$ cat config.mk
export PLATFORM = sky130hd
export DESIGN_NAME = pipelined_addsub
export DESIGN_NICKNAME = d
export VERILOG_FILES = /design/src/rtl/pipelined_addsub.sv
export SDC_FILE = /design/constraint.sdc
export NUM_CORES = 1
export LEC_CHECK = 0
export CORE_MARGIN = 8
export CORE_UTILIZATION = 56
export CTS_CLUSTER_SIZE = 28
export DETAILED_ROUTE_END_ITERATION = 10
export PLACE_DENSITY = 0.88
export SETUP_SLACK_MARGIN = 0.3
export SLEW_MARGIN = 15
export SYNTH_ARGS = -nofsm -noshare
export SYNTH_HDL_FRONTEND = slang
export SYNTH_SLANG_ARGS = --single-unit
$ cat constraint.sdc
create_clock -name clk -period 6.2 [get_ports clk]
set_input_delay 0.93 -clock clk [delete_from_list [all_inputs] [get_ports clk]]
set_output_delay 0.93 -clock clk [all_outputs]
set_load 0.05 [all_outputs]
$ cat src/rtl/pipelined_addsub.sv
// Segment-pipelined two's-complement adder/subtractor with valid/ready flow control.
// Optional output clamp on signed overflow: define PIPELINED_ADDSUB_SATURATE_EN.
module pipelined_addsub #(
    parameter int WIDTH = 32,
    parameter int SEG_W = 8
) (
    input  logic             clk,
    input  logic             rst,
    input  logic             in_valid,
    output logic             in_ready,
    input  logic [WIDTH-1:0] a,
    input  logic [WIDTH-1:0] b,
    input  logic             sub,
    output logic             out_valid,
    input  logic             out_ready,
    output logic [WIDTH-1:0] sum,
    output logic             cout,
    output logic             ovf
);
    localparam int NSEG = WIDTH / SEG_W;

    // Stage k holds operands (full width, upper segments still pending), the
    // partial sum of segments below k and the carry into segment k.
    logic             adv_s;
    logic [NSEG-1:0]  v_r;
    logic [NSEG-1:0]  c_r;
    logic [NSEG-1:0]  sub_r;
    logic [WIDTH-1:0] a_r [NSEG];
    logic [WIDTH-1:0] b_r [NSEG];
    logic [WIDTH-1:0] s_r [NSEG];

    logic [NSEG-1:0]  c_s;
    logic [NSEG-1:0]  sub_s;
    logic [WIDTH-1:0] a_s [NSEG];
    logic [WIDTH-1:0] b_s [NSEG];
    logic [WIDTH-1:0] s_s [NSEG];
    logic [SEG_W:0]   seg_s [NSEG];
    logic [WIDTH-1:0] raw_s;
    logic [WIDTH-1:0] sum_s;
    logic             cout_s;
    logic             ovf_s;

    assign adv_s    = !out_valid || out_ready;
    assign in_ready = adv_s;

    // Segment adders: stage k adds segment k with its registered carry-in.
    always_comb begin
        for (int k = 0; k < NSEG; k++) begin
            seg_s[k] = {1'b0, a_r[k][k*SEG_W +: SEG_W]}
                     + {1'b0, b_r[k][k*SEG_W +: SEG_W]}
                     + {{SEG_W{1'b0}}, c_r[k]};
        end
    end

    // Next-stage values: capture at stage 0, shift with merged partial sum above.
    always_comb begin
        a_s[0]   = a;
        b_s[0]   = b ^ {WIDTH{sub}};
        c_s[0]   = sub;
        sub_s[0] = sub;
        s_s[0]   = {WIDTH{1'b0}};
        for (int k = 1; k < NSEG; k++) begin
            a_s[k]   = a_r[k-1];
            b_s[k]   = b_r[k-1];
            c_s[k]   = seg_s[k-1][SEG_W];
            sub_s[k] = sub_r[k-1];
            s_s[k]   = s_r[k-1];
            s_s[k][(k-1)*SEG_W +: SEG_W] = seg_s[k-1][SEG_W-1:0];
        end
    end

    // Final segment completes the result; flags use the carried sign bits.
    always_comb begin
        raw_s = s_r[NSEG-1];
        raw_s[(NSEG-1)*SEG_W +: SEG_W] = seg_s[NSEG-1][SEG_W-1:0];
        cout_s = seg_s[NSEG-1][SEG_W] ^ sub_r[NSEG-1];
        ovf_s  = (a_r[NSEG-1][WIDTH-1] == b_r[NSEG-1][WIDTH-1])
              && (raw_s[WIDTH-1] != a_r[NSEG-1][WIDTH-1]);
`ifdef PIPELINED_ADDSUB_SATURATE_EN
        if (ovf_s) begin
            sum_s = {a_r[NSEG-1][WIDTH-1], {(WIDTH-1){!a_r[NSEG-1][WIDTH-1]}}};
        end else begin
            sum_s = raw_s;
        end
`else
        sum_s = raw_s;
`endif
    end

    // Pipeline data registers; unreset, advance on the global enable.
    always_ff @(posedge clk) begin
        if (adv_s) begin
            for (int k = 0; k < NSEG; k++) begin
                a_r[k]   <= a_s[k];
                b_r[k]   <= b_s[k];
                s_r[k]   <= s_s[k];
                c_r[k]   <= c_s[k];
                sub_r[k] <= sub_s[k];
            end
        end
    end

    // Valid bits; reset discards everything in flight.
    always_ff @(posedge clk or posedge rst) begin
        if (rst) begin
            v_r       <= {NSEG{1'b0}};
            out_valid <= 1'b0;
        end else if (adv_s) begin
            v_r[0] <= in_valid;
            for (int k = 1; k < NSEG; k++) begin
                v_r[k] <= v_r[k-1];
            end
            out_valid <= v_r[NSEG-1];
        end
    end

    // Output register; loads only real results so bubbles never disturb it.
    always_ff @(posedge clk or posedge rst) begin
        if (rst) begin
            sum  <= {WIDTH{1'b0}};
            cout <= 1'b0;
            ovf  <= 1'b0;
        end else if (adv_s && v_r[NSEG-1]) begin
            sum  <= sum_s;
            cout <= cout_s;
            ovf  <= ovf_s;
        end
    end

endmodule

---- Word level (Yosys, flattened, before mapping) ----
Memory sizes are Yosys's and may differ from the RTL's. A register that Yosys moved wholly into a read port is not among the register bits.
Cells that the tools add are included.
storage, ports and cells
  memories kept ........................... 3
  output and inout port bits .............. 36
  register bits after elaboration ......... 47
  RAM bits ................................ 384
  logic and storage cells ................. 28
memories
  memory  words  width  read ports  clocked after memory_dff  write ports  line  RTL
  a_r     4      32     4           0                         4            28    logic [WIDTH-1:0] a_r [NSEG];
  b_r     4      32     4           0                         4            29    logic [WIDTH-1:0] b_r [NSEG];
  s_r     4      32     4           1                         4            30    logic [WIDTH-1:0] s_r [NSEG];
operators by class
  equality and inequality tests ........... 2
  bitwise gates (word level) .............. 2
  reduce and logical (&&, ||, !) cells .... 4
  muxes and demuxes ....................... 2
  $add $sub $neg .......................... 8
operators by type and width
  kind                   number
  adder 8 x 8 -> 9 bit   4
  adder 9 x 1 -> 9 bit   4
  bitwise XOR 32 bit     1
  logical AND 1 bit      2
  two-way mux 1 bit      2
  equality test 1 bit    1
  logical NOT 1 bit      1
  logical OR 1 bit       1
  inequality test 1 bit  1
  bitwise XOR 1 bit      1

---- Depth between registers and ports, before layout ----
An unclocked memory read counts as a cell.
  depth in word-level cells ............... 5
  mapped depth ............................ 8
  gate-level depth less buffers ........... 8

---- Least setup slack after synthesis ----
No wires, ideal clock.
  kind .................................... input port to flip-flop
  start ................................... input port out_ready
  end ..................................... register sum[0] (read register of s_r)
  library setup time ...................... 0.128 ns
  arrival time ............................ 5.033 ns
  setup slack ............................. 1.040 ns
  stages .................................. 5
  cell sequence ........................... nand2b_1 buf_2 nand2_1 buf_2 mux2_1
on the way
  cells in the longest elaborated chain, start to end .. 2
RTL lines
  element             line  RTL
  start, declared     15    input logic out_ready,
  logical OR 1 bit    43    assign adv_s = !out_valid || out_ready;
  named net in_ready  10    output logic in_ready,
  logical AND 1 bit   123   end else if (adv_s && v_r[NSEG-1]) begin
  end, declared       16    output logic [WIDTH-1:0] sum,
The timed path passes the listed nets, and every way through them passes these cells.
A chain may end at the register's enable or synchronous reset.

---- Worst setup path in the final report ----
  start ................................... input port out_ready
  end ..................................... output port in_ready
on the way
  cells in the longest elaborated chain, start to end .. 1
RTL lines
  element           line
  logical OR 1 bit  43
  end, declared     10
Every way passes these cells.

==> metrics <==
WP data required=about 5.3 ns; RSZ-0062 raised after global routing=false; Tot GR Track Use=0.137; layout cells sized above 1=0.0862; Post-Syn Area=approximately 9400 µm²; Max FO, Critical Path=57; pre-CTS setup slack=roughly 2.3 ns; I/O Buffers=around 100; ant diodes=0; Storage cell area=~7400 µm²; core area=around 17000 µm²; Die Span X=146 µm; Rel. slew slack=0.255; area of the multi-input gates=approximately 1900 µm²; Startpoint Class=primary input; Worst Setup End Kind=primary output; Final Max Tran Viols=0; final hold violation count=0; final worst-path cycle share=0.632; kind of critical path=primary input to primary output; # rows=47; Starting Density=0.570; CTS sink count=between 200 and 300; largest net degree at the start of global routing=slightly below 100; slew of the pin with the lowest slew margin=about 1.1 ns; Tmin final=between 3 and 4 ns; drt wl/cell=16.9 µm; Synth cell types=33; GRT Residual Overflow=0; initial antenna violation count=0; CTS buffer count=25; clk slew on worst S/H paths=0.06 ns; Critical Path Max Stage Delay=~0.94 ns; DRT iter0 DRCs=270; slowest CP cell=clkdlybuf4s50_1; syn_nets=roughly 600; TritonCTS clock tree=yes; routability cong.=0.801; Clock Latency Late Sink=approximately 0.50 ns; sequential area share after synthesis=0.790; vias=4404; Antenna Nets Post-Route=0; FF+latch count, synth=254; Synth area leaders=edfxtp_1, dfrtp_1, xor2_1, ha_1, mux2_1; post-synthesis area per instance=19.0 µm²; post-cts resize count=0; critical path's most frequent cell=clkdlybuf4s50_1; post-detail-place hpwl=9710 µm; Yosys warnings=0; status=finished, final reports clean; CTS Buffer Depth=3; number of max-cap violations=0; first-pass GRT wire length=23500 µm; drt drc=0; critical path data arrival time=between 2 and 3 ns; first-pass detailed-route iteration total=6; FMAX=about 260 MHz; CTS Hold Bufs=0; setup TNS=0 ns; P_leak=approximately 0.0043 µW; die area=around 21000 µm²; Power Density=around 530 nW/µm²; layout filler cell count=approximately 1000; htree depth=1; final net count=between 700 and 800; Die Height=146 µm; I/O pin count=around 110; Setup Skew=about 0.0095 ns; Area Overhead vs Synth=22.5%; final setup margin=~2.3 ns; via count of the first global-routing pass=between 4000 and 5000; Vias/cell=~5.1; Synth top area share=0.686; post-CTS repair timing setup buffer count=0; cell taking the most area after synthesis=edfxtp_1; drt total wl=around 14000 µm; CTS root buffer=clkbuf_16; CP Cell Sequence=clkdlybuf4s50_1, nand2b_4, clkdlybuf4s50_1; # setup viols final=0; Peak supply drop=between 0.3 and 0.4 mV; cell count after synthesis=496; min-delay worst type=register to register
-- cells by family (layout without fill, tap and decap cells) --
kind of cell | Yosys count | in the layout | synth area share
DFF | 254 | 254 | 0.790
and+or+nand+nor | 60 | 60 | 0.0291
xor gates and xnor gates | 54 | 54 | 0.0503
AOI/OAI and AO/OA | 47 | 47 | 0.0347
adders and majority gates | 36 | 36 | 0.0542
muxes | 29 | 29 | 0.0347
buffers and inverters | 16 | 158 | 0.00731
-- cell type report --
type / instances / share of cell area
inverters: 7 / 0.00228
clock inverters: 11 / 0.00955
clock buffers: 34 / 0.0616
repair buffers: 106 / 0.0912
well taps: 220 / 0.0239
flip-flops and latches: 254 / 0.645
multi-input cells: 226 / 0.167
-- power breakdown --
part           switching (µW)  total (µW)  internal [µW]
registers                 221        2880           2660
logic                    1120        1800            680
clock network             587        1470            884
-- stage by stage --
step                hold WS (ns)  total power [µW]  std cells  instance area (µm²)  utilization
floorplan                  0.400              4140        496                 9410            -
global placement           0.400              4570        813                10700        0.648
detailed placement         0.405              4730        813                10700        0.648
CTS                        0.413              6220        858                11500        0.697
global route               0.418              6460        858                11500        0.697
finish                     0.411              6150        858                11500        0.697
-- routing by layer --
metal	vias up	GRT usage	part of all wire
met4	0	0.0515	0.018
met3	18	0.0342	0.052
li1	2114	-	-
met5	-	0	0
met2	104	0.261	0.56
met1	2168	0.142	0.37
-- registers in the layout, summed over array words and instances, names as in the netlist --
register and count:
c_r 4, v_r 4, b_r 80, a_r 80, sub_r 3, ovf 1, out_valid 1, cout 1
s_r 48, sum 32
-- worst max-delay path, delay by kind of cell --
kind / cells / cell delay (ns)
buffers and inverters: 2 / 1.39
AND/OR/NAND/NOR: 1 / 0.61
-- final timing paths --
kind	startpoint	end	slack, ns	cells past startpoint
min in group asynchronous	rst	sum[11]	0.92	2
max in group asynchronous	rst	sum[16]	4.76	2
max	out_ready	in_ready	2.28	3
min reg2reg	a_r[0][22]	a_r[1][22]	0.41	0
min	a_r[0][22]	a_r[1][22]	0.41	0
max reg2reg	c_r[0]	c_r[1]	3.74	7
-- placed cells by master (no fill, tap or decap), types with 7 or more instances in the layout --
master             n
a21oi_1            7
clkbuf_16         25
clkdlybuf4s50_1  103
dfrtp_1           39
edfxtp_1         215
fa_1               8
ha_1              28
mux2_1            22
mux2_2             7
nand2_1           17
nor2_1            17
nor3_1            11
xnor2_1           12
xor2_1            42
-- Yosys cell counts, drive strengths merged --
| cell type | instances |
|---|---|
| nor2 | 17 |
| ha | 28 |
| a211o | 1 |
| dfrtp | 39 |
| nor3 | 11 |
| clkbuf | 2 |
| o31ai | 4 |
| nand2 | 18 |
| o21bai | 4 |
| nand2b | 3 |
| nand3 | 6 |
| a21oi | 7 |
| o211a | 1 |
| edfxtp | 215 |
| o211ai | 3 |
| fa | 8 |
| buf | 7 |
| nor2b | 1 |
| xnor2 | 12 |
| o21a | 4 |
| a211oi | 3 |
| a21o | 5 |
| o41ai | 3 |
| xor2 | 42 |
| inv | 7 |
| o21ai | 10 |
| o221ai | 1 |
| o31a | 1 |
| or2 | 1 |
| nor4 | 3 |
| mux2 | 29 |
Power figures use the tool's default switching activity.
